[src/rtl/dmux_pkg.sv]
// -----------------------------------------------------------------------------
// dmux_pkg
//
// Purpose : Shared constants and helpers for the registered 4-way
//           demultiplexer (dmux4way16_reg) and its per-channel holding
//           register (dmux_chan_reg).
//
// Contents:
//   NUM_CH        number of output channels
//   SEL_W         width of the channel-select field
//   DEFAULT_WIDTH default data width of input and each channel
//   sel_t         channel-select type
//   CH0..CH3      channel-index constants
//   sel_onehot()  decode a channel index into a one-hot channel vector
// -----------------------------------------------------------------------------
package dmux_pkg;

    localparam int NUM_CH        = 4;
    localparam int SEL_W         = 2;
    localparam int DEFAULT_WIDTH = 16;

    typedef logic [SEL_W-1:0] sel_t;

    localparam sel_t CH0 = 2'd0;
    localparam sel_t CH1 = 2'd1;
    localparam sel_t CH2 = 2'd2;
    localparam sel_t CH3 = 2'd3;

    // One-hot decode of a channel index. The caller gates the result with
    // the accept strobe so that an unqualified sel never produces a load.
    function automatic logic [NUM_CH-1:0] sel_onehot(input sel_t s);
        logic [NUM_CH-1:0] v;
        v    = '0;
        v[s] = 1'b1;
        return v;
    endfunction

endpackage : dmux_pkg

[src/rtl/dmux_chan_reg.sv]
// -----------------------------------------------------------------------------
// dmux_chan_reg
//
// Purpose : One-entry holding register for a single output channel of the
//           demultiplexer. Holds a word from the cycle after it is loaded
//           until the consumer takes it.
//
// Ports:
//   clk    in   rising-edge clock
//   reset  in   synchronous, active-high reset; clears data and valid
//   load   in   write din into the register this cycle (accept to this channel)
//   din    in   WIDTH data word to load
//   drain  in   consumer takes the held word this cycle (valid & ready)
//   dout   out  WIDTH held word; keeps its last value after being drained
//   valid  out  register holds an undelivered word
// -----------------------------------------------------------------------------
module dmux_chan_reg
    import dmux_pkg::*;
#(
    parameter int WIDTH = DEFAULT_WIDTH
) (
    input  logic             clk,
    input  logic             reset,
    input  logic             load,
    input  logic [WIDTH-1:0] din,
    input  logic             drain,
    output logic [WIDTH-1:0] dout,
    output logic             valid
);

    // Data register: only a load or reset changes it. A drain leaves the
    // last word visible, so consumers that sample late still see stable data.
    always_ff @(posedge clk) begin
        if (reset) begin
            dout <= '0;
        end else if (load) begin
            dout <= din;
        end
    end

    // Valid flag: load takes priority over drain so that a same-cycle drain
    // and refill delivers the old word and keeps the channel full with the
    // new one, with no bubble.
    always_ff @(posedge clk) begin
        if (reset) begin
            valid <= 1'b0;
        end else if (load) begin
            valid <= 1'b1;
        end else if (drain) begin
            valid <= 1'b0;
        end
    end

endmodule : dmux_chan_reg

[src/rtl/dmux4way16_reg.sv]
// -----------------------------------------------------------------------------
// dmux4way16_reg
//
// Purpose : Registered 4-way demultiplexer. Accepts one word per input
//           handshake and steers it, by sel, into one of four one-entry
//           output holding registers, each drained by its own consumer.
//
// Ports:
//   clk        in   rising-edge clock
//   reset      in   synchronous, active-high reset (flushes all channels)
//   in         in   WIDTH data word to route
//   sel        in   destination channel 0..3, qualified by in_valid
//   in_valid   in   producer offers in/sel this cycle
//   in_ready   out  block accepts in/sel this cycle (combinational)
//   out0..out3 out  WIDTH channel holding-register contents
//   out_valid  out  bit i: channel i holds an undelivered word
//   out_ready  in   bit i: consumer i takes channel i's word this cycle
//
// Handshake semantics (input and every output channel):
//   A transfer happens on a rising edge where valid and ready are both 1.
//   in_ready depends combinationally on sel and out_ready, so the producer
//   must not make in_valid depend on in_ready. While in_valid=1 and
//   in_ready=0 the producer holds in/sel stable; this is not checked here.
//   Each out_valid[i] stays high, with outi stable, until out_ready[i]
//   completes the transfer. Reset discards any pending words.
// -----------------------------------------------------------------------------
module dmux4way16_reg
    import dmux_pkg::*;
#(
    parameter int WIDTH = DEFAULT_WIDTH
) (
    input  logic              clk,
    input  logic              reset,
    input  logic [WIDTH-1:0]  in,
    input  logic [SEL_W-1:0]  sel,
    input  logic              in_valid,
    output logic              in_ready,
    output logic [WIDTH-1:0]  out0,
    output logic [WIDTH-1:0]  out1,
    output logic [WIDTH-1:0]  out2,
    output logic [WIDTH-1:0]  out3,
    output logic [NUM_CH-1:0] out_valid,
    input  logic [NUM_CH-1:0] out_ready
);

    logic [NUM_CH-1:0] ch_free;   // channel can take a word this cycle
    logic [NUM_CH-1:0] ch_load;   // one-hot load strobe
    logic [NUM_CH-1:0] ch_drain;  // per-channel output transfer
    logic              accept;
    logic [WIDTH-1:0]  ch_data [NUM_CH];

    // A channel is free when it is empty or is being drained this cycle,
    // which lets a channel be refilled in the same cycle it empties.
    assign ch_free  = ~out_valid | out_ready;
    assign in_ready = ch_free[sel];

    // in_valid gates everything derived from sel/in, so unknown values on
    // those inputs while idle cannot reach the channel state.
    assign accept   = in_valid & in_ready;
    assign ch_load  = sel_onehot(sel) & {NUM_CH{accept}};
    assign ch_drain = out_valid & out_ready;

    for (genvar i = 0; i < NUM_CH; i++) begin : g_chan
        dmux_chan_reg #(
            .WIDTH (WIDTH)
        ) u_chan (
            .clk   (clk),
            .reset (reset),
            .load  (ch_load[i]),
            .din   (in),
            .drain (ch_drain[i]),
            .dout  (ch_data[i]),
            .valid (out_valid[i])
        );
    end

    assign out0 = ch_data[CH0];
    assign out1 = ch_data[CH1];
    assign out2 = ch_data[CH2];
    assign out3 = ch_data[CH3];

endmodule : dmux4way16_reg
[config.mk]
export PLATFORM = sky130hd
export DESIGN_NAME = dmux4way16_reg
export DESIGN_NICKNAME = d
export VERILOG_FILES = /design/src/rtl/dmux_pkg.sv /design/src/rtl/dmux_chan_reg.sv /design/src/rtl/dmux4way16_reg.sv
export SDC_FILE = /design/constraint.sdc
export NUM_CORES = 1
export LEC_CHECK = 0
export BUFFER_PORTS_ARGS = -buffer_cell sky130_fd_sc_hd__buf_2
export CAP_MARGIN = 20
export CORE_AREA = 4 4 82 84
export DETAILED_ROUTE_END_ITERATION = 6
export DIE_AREA = 0 0 86 88
export PLACE_DENSITY = 0.71
export SKIP_CTS_REPAIR_TIMING = 1
export SYNTH_ARGS = -nofsm -noshare
export SYNTH_HDL_FRONTEND = slang
export SYNTH_HIERARCHICAL = 1
export SYNTH_SLANG_ARGS = --single-unit
[constraint.sdc]
create_clock -name clk -period 2.5 [get_ports clk]
set_input_delay 0.5 -clock clk [delete_from_list [all_inputs] [get_ports clk]]
set_output_delay 0.5 -clock clk [all_outputs]
set_load 0.05 [all_outputs]
==> impl_metrics.env, run 1 <==
export IMPL_setup_viol=0
export IMPL_drt_wl_total_um=5799
export IMPL_fillers=535
export IMPL_grt_setup_unrepaired="false"
export IMPL_diodes=0
export IMPL_numCtsBuffers=9
export IMPL_crit_required_ps=2000
export IMPL_via_per_inst=4.658
export IMPL_path_clk_slew_ps=80
export IMPL_seqCellArea_mm2=0.001361
export IMPL_drtIter0Drc=83
export IMPL_synth_top_area_cell="dfxtp_1"
export IMPL_root_buffer="clkbuf_8"
export IMPL_cpPeakStageDelay_ps=460
export IMPL_synth_xor_area_share=0
export IMPL_drv_cap=0
export IMPL_clock_sinks=68
export IMPL_syn_area_mm2=0.002596
export IMPL_fin_tns_setup_ps=0
export IMPL_dp_hpwl_um=3954
export IMPL_h_tree_depth=3
export IMPL_status="completed"
export IMPL_rows=28
export IMPL_synth_distinct_cells=16
export IMPL_worst_slew_pin_slew_ps=618.6
export IMPL_die_area_mm2=0.007568
export IMPL_total_power_uw=2585
export IMPL_multi_input_area_mm2=0.001070
export IMPL_drc=0
export IMPL_grt_start_max_net_pins=36
export IMPL_muxShareOfSynthArea=0.2554
export IMPL_cp_end_kind="primary output"
export IMPL_grt_pass1_wl_um=9370
export IMPL_relSlewSlack=0.5876
export IMPL_drv_slew=0
export IMPL_yosys_area_share_simple=0.1431
export IMPL_io_pins=94
export IMPL_yosys_warnings=6
export IMPL_synthesis_nets=262
export IMPL_setup_worst_path_start_class="flip-flop"
export IMPL_finClkSkew_ps=12.10
export IMPL_antenna_found_initial=0
export IMPL_cts_tree="built"
export IMPL_cpMaxStageDelayCell="mux4_2"
export IMPL_die_height_um=88
export IMPL_clk_latency_ps=330
export IMPL_powerDensity_mw_per_mm2=783.7
export IMPL_path_class="reg2out"
export IMPL_synth_compound_area_share=0.007711
export IMPL_seq_area_frac_synth=0.5243
export IMPL_antenna_left=0
export IMPL_synth_seq_cells=68
export IMPL_die_w_um=86
export IMPL_syn_avg_cell_area_um2=10.95
export IMPL_synth_adder_area_share=0
export IMPL_gp_congestion=0.8031
export IMPL_first_pass_iters=4
export IMPL_path_max_fanout=4
export IMPL_clockBufferDepth=2
export IMPL_wl_per_cell_um=14.18
export IMPL_initial_core_util=0.4385
export IMPL_drive_gt1_frac=0.3533
export IMPL_fin_crit_ps=1972
export IMPL_fin_crit_sh=0.7889
export IMPL_grt_pass1_vias=1878
export IMPL_port_buffers=93
export IMPL_path_cells="nand2b_4 -> mux4_2 -> buf_2"
export IMPL_vias=1905
export IMPL_grt_usage=0.1597
export IMPL_crit_arrival_ps=1470
export IMPL_syn_inst=237
export IMPL_hold_violations=0
export IMPL_r2r_setup_slack_ps=990
export IMPL_synthToLayoutAreaGrowth_pct=27.04
export IMPL_worstHoldPathType="in2reg"
export IMPL_core_area_mm2=0.005921
export IMPL_fmax_mhz=507.0
export IMPL_grt_overflow=0
export IMPL_vdd_ir_drop_worst_mv=0.3625
export IMPL_fin_nets=354
export IMPL_synth_top_family_by_area="multiplexers"
export IMPL_synthTopCellsByArea="dfxtp_1, mux2i_1, nor2_1"
export IMPL_yosysTopAreaCellShare=0.5243
export IMPL_p_leak_uw=0.001510
-- cell usage after synthesis --
| master | number |
|---|---|
| buf_12 | 4 |
| and2_1 | 3 |
| a21oi_1 | 4 |
| and4b_1 | 2 |
| and4_2 | 1 |
| nand2b_4 | 2 |
| mux2i_1 | 64 |
| buf_6 | 4 |
| nor2_1 | 64 |
| and2_2 | 1 |
| mux4_2 | 1 |
| dfxtp_1 | 68 |
| nor4bb_1 | 1 |
| inv_1 | 4 |
| buf_2 | 8 |
| nand2b_1 | 6 |
-- cell usage in the layout (no fill, tap or decap) --
cell type,synthesis,layout
clkbuf_8,0,11
a21oi_1,4,4
and4b_1,2,2
nand2b_1,6,6
buf_12,4,1
bufinv_16,0,3
clkinv_2,0,1
nand2b_4,2,2
and2_1,3,3
buf_4,0,3
nor2_1,64,64
inv_1,4,4
and4_2,1,1
nor4bb_4,0,1
and2_2,1,1
clkbuf_1,0,1
mux4_2,1,1
buf_2,8,93
mux2i_1,64,64
dfxtp_1,68,68
-- final cells by class --
type                       count  area share
sequential                    68      0.4127
clock buffer                  12     0.04704
tap                           75     0.02845
multi-input combinational    149      0.3244
clock inverter                 4     0.02883
timing repair buffer          97      0.1540
inverter                       4    0.004552
-- per-layer routing --
layer	global-route usage	vias to the layer above	wire length [um]
met4	0.08201	0	117
met1	0.2008	877	2598
li1	-	966	-
met3	0.03669	10	288
met2	0.2565	52	2794
met5	0	-	0
-- cells by family (layout without fill, tap and decap cells) --
| logic type | Yosys count | after routing |
|---|---|---|
| muxes | 65 | 65 |
| DFF | 68 | 68 |
| buffers and inverters | 20 | 117 |
| AOI/OAI and AO/OA | 4 | 4 |
| and+or+nand+nor | 80 | 80 |
-- where the power goes --
| group | internal, uW | total (uW) | switching, uW |
|---|---|---|---|
| clock network | 717 | 1110 | 391 |
| registers | 1120 | 1140 | 20.7 |
| logic | 97.9 | 335 | 237 |
-- final timing paths --
check	startpoint	to	cells past startpoint
worst max-delay path	g_chan[3].u_chan/valid	in_ready	3
worst max register to register	g_chan[3].u_chan/valid	g_chan[3].u_chan/dout[0]	4
worst min-delay path	in[15]	g_chan[0].u_chan/dout[15]	3
worst min register to register	g_chan[1].u_chan/dout[6]	g_chan[1].u_chan/dout[6]	2
-- critical path: cells and delay by family, from the launching register on --
kind / cells / cell delay [ps]
DFF: 1 / 400
buffers and inverters: 1 / 220
and+or+nand+nor: 1 / 70
muxes: 1 / 460
-- per-stage QoR --
stage	setup WS [ps]	util	instances	hold WS (ps)	area (um2)
global route	462.1	0.5571	409	454.0	3298
floorplan	620.7	-	237	647.2	2596
CTS	496.8	0.5571	409	435.7	3298
detailed placement	573.2	0.5148	393	475.5	3048
finish	527.8	0.5571	409	450.3	3298
global placement	594.3	0.5148	393	468.7	3048
-- flip-flops by register name (all words and copies together), names as in the netlist --
| register | flops |
|---|---|
| g_chan.u_chan/valid | 4 |
| g_chan.u_chan/dout | 64 |
Power figures use the tool's default switching activity.
==> inputs of run 2 (changes only) <==
- clock period: 2.5 -> 1.87 ns (I/O delays scaled with it)
==> run 2 against run 1 <==
Clock power about the same. Via count increased by 0.84%. Utilization unchanged. Clock skew about the same. Clock-buffer cell count decreased by 1. Critical path depth unchanged. Power increased by 20%. Critical path type unchanged.
==> impl_metrics.env, run 2 (synthesis results as in run 1) <==
export IMPL_crit_required_ps=1500
export IMPL_critPathCapture="in_ready"
export IMPL_powerDensity_mw_per_mm2=940.0
export IMPL_synthToLayoutAreaGrowth_pct=27.04
export IMPL_fmax_mhz=550.7
export IMPL_vdd_ir_drop_worst_mv=0.5284
export IMPL_path_max_fanout=4
export IMPL_core_area_mm2=0.005921
export IMPL_setup_worst_path_start_class="flip-flop"
export IMPL_path_clk_slew_ps=70
export IMPL_gp_congestion=0.7702
export IMPL_placed_area_mm2=0.003105
export IMPL_die_w_um=86
export IMPL_top_regs="g_chan.u_chan/dout (64), g_chan.u_chan/valid (4)"
export IMPL_die_area_mm2=0.007568
export IMPL_first_pass_iters=4
export IMPL_p_leak_uw=0.001500
export IMPL_clock_sinks=68
export IMPL_drc=0
export IMPL_drtIter0Drc=107
export IMPL_grt_setup_unrepaired="false"
export IMPL_grt_start_max_net_pins=69
export IMPL_relSlewSlack=0.7955
export IMPL_grt_pass1_vias=1944
export IMPL_clk_latency_ps=330
export IMPL_cp_end_kind="primary output"
export IMPL_die_height_um=88
export IMPL_fin_crit_ps=1816
export IMPL_status="completed"
export IMPL_antenna_found_initial=0
export IMPL_fin_crit_sh=0.9711
export IMPL_port_buffers=93
export IMPL_hold_violations=0
export IMPL_antenna_left=0
export IMPL_vias=1921
export IMPL_clockBufferDepth=2
export IMPL_h_tree_depth=3
export IMPL_fin_nets=355
export IMPL_drt_wl_total_um=5953
export IMPL_io_pins=94
export IMPL_grt_pass1_wl_um=9597
export IMPL_stdcell_count=410
export IMPL_via_per_inst=4.685
export IMPL_r2r_start="g_chan[1].u_chan/valid"
export IMPL_rows=28
export IMPL_finClkSkew_ps=11.98
export IMPL_startpoint="g_chan[1].u_chan/valid"
export IMPL_r2r_setup_slack_ps=560
export IMPL_crit_arrival_ps=1440
export IMPL_grt_overflow=0
export IMPL_drv_slew=0
export IMPL_path_class="reg2out"
export IMPL_drv_cap=0
export IMPL_drive_gt1_frac=0.3672
export IMPL_dp_hpwl_um=3969
export IMPL_diodes=0
export IMPL_worstHoldPathType="in2reg"
export IMPL_root_buffer="clkbuf_8"
export IMPL_cts_tree="built"
export IMPL_reg2reg_to="g_chan[1].u_chan/dout[11]"
export IMPL_regMostFlops="g_chan.u_chan/dout"
export IMPL_fillers=549
export IMPL_worst_slew_pin_slew_ps=306.7
export IMPL_final_common_cell="buf_2"
export IMPL_fin_hold_ws_ps=323.0
export IMPL_numCtsBuffers=9
export IMPL_wl_per_cell_um=14.52
export IMPL_setup_viol=0
export IMPL_grt_usage=0.1649
export IMPL_postLayoutCellArea_mm2=0.003298
export IMPL_dp_cells=394
export IMPL_largest_register_ffs=64
export IMPL_reg2regPathDepth=5
export IMPL_initial_core_util=0.4385
export IMPL_final_cell_mix="buf_2, dfxtp_1, mux2i_1, nor2_1, clkbuf_8"
==> run 2: cell types whose count changed in the layout (fill, tap and decap cells not counted), moves of 2 or more <==
cell / before / now
dfxtp_1: 68 / 65
buf_12: 1 / 5
bufinv_16: 3 / 0
dfxtp_2: 0 / 3
buf_4: 3 / 1
==> run 2: metrics by stage <==
step	setup TNS, ps	power, uW	utilization	setup WS, ps
4_1_cts	-18.03	3140	0.5560	-18.03
2_1_floorplan	0	1900	-	116.7
5_1_grt	0	3250	0.5571	7.116
3_5_place_dp	0	2024	0.5245	198.0
6_report	0	3100	0.5571	54.02
3_3_place_gp	0	2017	0.5245	214.9
==> run 2: how the worst min path moves through the flow <==
stage | start | to | slack, ps | depth (start not counted)
2_1_floorplan | in[0] | g_chan[0].u_chan/dout[0] | 520 | 2
3_3_place_gp | g_chan[1].u_chan/dout[7] | g_chan[1].u_chan/dout[7] | 470 | 2
3_5_place_dp | g_chan[3].u_chan/dout[2] | g_chan[3].u_chan/dout[2] | 470 | 2
4_1_cts | in[9] | g_chan[0].u_chan/dout[9] | 310 | 3
5_1_grt | in[4] | g_chan[2].u_chan/dout[4] | 320 | 3
6_report | in[14] | g_chan[1].u_chan/dout[14] | 320 | 3
==> run 2: per-layer routing <==
layer	vias to the layer above	track usage	part of all wire
met5	-	0	0
met4	0	0.09496	0.016
met3	8	0.04610	0.063
met2	50	0.2684	0.49
met1	894	0.1955	0.43
li1	969	-	-
==> run 2: final cells by class <==
class / count / area (um2) / share of cell area
inverters: 4 / 15.01 / 0.004552
clock buffers: 11 / 151.4 / 0.04590
well taps: 75 / 93.84 / 0.02845
multi-input cells: 149 / 1070 / 0.3244
flip-flops and latches: 68 / 1365 / 0.4139
repair buffers: 98 / 568.0 / 0.1722
clock inverters: 5 / 35.03 / 0.01062
==> run 2: power breakdown <==
part / leakage [uW] / total (uW) / internal [uW] / switching [uW]
clock: 0.0000957 / 1110 / 556 / 555
combinational: 0.000851 / 462 / 141 / 320
sequential: 0.000554 / 1530 / 1500 / 27.4
total: 0.00150 / 3100 / 2200 / 903
==> run 2: worst max-delay path: stages (launching register included) <==
cell and delay [ps]:
dfxtp_1 370, nand2b_1 90, mux4_2 450, buf_4 200
==> inputs of run 3 (changes only) <==
- ABC_AREA: default -> 1
- CORE_AREA: 4 4 82 84 -> 4 4 81 83
- DIE_AREA: 0 0 86 88 -> 0 0 85 87
==> run 3 against run 2 <==
Critical path depth rose by 2. Power up 13%. Combinational power increased by 23%. Clock skew decreased by 2.1 ps. Hold slack better by 4.6 ps. Via count up 28%. Sequential power is essentially flat. Sequential share of layout area grew 0.46 points.
==> impl_metrics.env, run 3 <==
export IMPL_status="completed"
export IMPL_fin_crit_ps=1710
export IMPL_grt_pass1_wl_um=11040
export IMPL_crit_required_ps=1500
export IMPL_grt_setup_unrepaired="false"
export IMPL_syn_inst=332
export IMPL_finClkSkew_ps=9.862
export IMPL_fillers=573
export IMPL_largest_register_ffs=64
export IMPL_grt_pass1_vias=2262
export IMPL_h_tree_depth=3
export IMPL_drt_wl_total_um=7186
export IMPL_regMostFlops="g_chan.u_chan/dout"
export IMPL_synth_edf_count=0
export IMPL_synthToLayoutAreaGrowth_pct=29.22
export IMPL_via_per_inst=4.831
export IMPL_fin_nets=454
export IMPL_gp_congestion=0.7946
export IMPL_clockBufferDepth=2
export IMPL_setup_viol=0
export IMPL_seqCellArea_mm2=0.001361
export IMPL_synth_seq_cells=68
export IMPL_final_cell_mix="nor2_1, buf_2, dfxtp_1, o21ai_0, inv_1"
export IMPL_syn_avg_cell_area_um2=7.583
export IMPL_port_buffers=93
export IMPL_yosysTopAreaCellShare=0.5408
export IMPL_worstHoldPathType="in2reg"
export IMPL_synthTopCellsByCount="nor2_1, dfxtp_1, o21ai_0"
export IMPL_ys_flop_type="dfxtp_1"
export IMPL_core_area_mm2=0.005851
export IMPL_path_clk_slew_ps=80
export IMPL_drv_cap=0
export IMPL_fin_tns_setup_ps=0
export IMPL_die_area_mm2=0.007395
export IMPL_vdd_ir_drop_worst_mv=0.5196
export IMPL_p_leak_uw=0.001740
export IMPL_yosysMostFrequentCell="nor2_1"
export IMPL_crit_arrival_ps=1340
export IMPL_wl_per_cell_um=14.12
export IMPL_syn_area_mm2=0.002517
export IMPL_yosys_warnings=6
export IMPL_numCtsBuffers=9
export IMPL_drive_gt1_frac=0.2880
export IMPL_worst_slew_pin_slew_ps=459.1
export IMPL_synth_distinct_cells=15
export IMPL_diodes=0
export IMPL_grt_usage=0.1901
export IMPL_powerDensity_mw_per_mm2=1080
export IMPL_final_common_cell="nor2_1"
export IMPL_initial_core_util=0.4303
export IMPL_setup_worst_path_start_class="flip-flop"
export IMPL_cp_end_kind="primary output"
export IMPL_relSlewSlack=0.6936
export IMPL_drv_slew=0
export IMPL_io_pins=94
export IMPL_grt_start_max_net_pins=18
export IMPL_drc=0
export IMPL_drtIter0Drc=153
export IMPL_vias=2459
export IMPL_first_pass_iters=4
export IMPL_fin_crit_sh=0.9142
export IMPL_fmax_mhz=584.9
export IMPL_synth_top_area_cell="dfxtp_1"
export IMPL_clk_latency_ps=330
export IMPL_seq_area_frac_synth=0.5408
export IMPL_dp_hpwl_um=5097
export IMPL_synthesis_nets=357
export IMPL_multi_input_area_um2=967.2
export IMPL_postLayoutCoreUtil=0.5560
export IMPL_root_buffer="clkbuf_8"
export IMPL_clock_sinks=68
export IMPL_die_w_um=85
export IMPL_rows=28
export IMPL_path_class="reg2out"
export IMPL_grt_overflow=0
export IMPL_synthTopCellsByArea="dfxtp_1, nor2_1, o21ai_0"
export IMPL_cts_tree="built"
export IMPL_hold_violations=0
export IMPL_die_height_um=87
export IMPL_async_flop_share=0
export IMPL_antenna_found_initial=0
export IMPL_top_regs="g_chan.u_chan/dout (64), g_chan.u_chan/valid (4)"
export IMPL_path_max_fanout=5
export IMPL_antenna_left=0
## run 3: worst paths after layout
path | start | to | slack, ps | cells past startpoint
worst max-delay path | g_chan[1].u_chan/valid | in_ready | 160 | 5
worst min-delay path | in[9] | g_chan[0].u_chan/dout[9] | 330 | 3
worst max register to register | g_chan[0].u_chan/valid | g_chan[3].u_chan/dout[4] | 470 | 8
worst min register to register | g_chan[2].u_chan/valid | g_chan[2].u_chan/valid | 490 | 2
## run 3: layout make-up
| type | instances | area share |
|---|---|---|
| well taps | 75 | 0.02885 |
| clock buffers | 11 | 0.04654 |
| flip-flops and latches | 68 | 0.4185 |
| inverters | 25 | 0.02885 |
| clock inverters | 5 | 0.02538 |
| repair buffers | 98 | 0.1546 |
| multi-input cells | 227 | 0.2973 |
## run 3: critical path: stages (launching register included)
cell and delay (ps):
dfxtp_1 400, nand2_1 80, nor2_1 110, nor2_2 60
and2_2 160, buf_2 200
## run 3: logic make-up after synthesis
| logic type | after synthesis | share of synthesized area |
|---|---|---|
| AND/OR/NAND/NOR | 159 | 0.2430 |
| flip-flops | 68 | 0.5408 |
| AO/OA/AOI/OAI | 68 | 0.1412 |
| buffers and inverters | 37 | 0.07505 |
## run 3: through the flow
stage / area, um2 / total power [uW] / instances / setup slack [ps] / hold WS, ps
finish: 3253 / 3513 / 509 / 160.4 / 327.6
floorplan: 2517 / 2001 / 332 / 237.1 / 436.4
CTS: 3253 / 3536 / 509 / 129.8 / 313.5
global route: 3253 / 3649 / 509 / 29.98 / 329.3
detailed placement: 3019 / 2168 / 493 / 273.7 / 480.1
global placement: 3019 / 2160 / 493 / 320.0 / 465.6
## run 3: report_power, final
group | internal, uW | total [uW] | switching (uW)
Combinational | 122 | 570 | 448
Sequential | 1530 | 1560 | 38.6
Clock | 829 | 1380 | 550
Total | 2480 | 3510 | 1040
## run 3: per-layer routing
layer	GRT usage	wire, um	vias up	share of wire
met2	0.3199	3585	75	0.50
met5	0	0	-	0
met4	0.07770	89	0	0.012
met1	0.2328	3021	1140	0.42
li1	-	-	1238	-
met3	0.04730	489	6	0.068
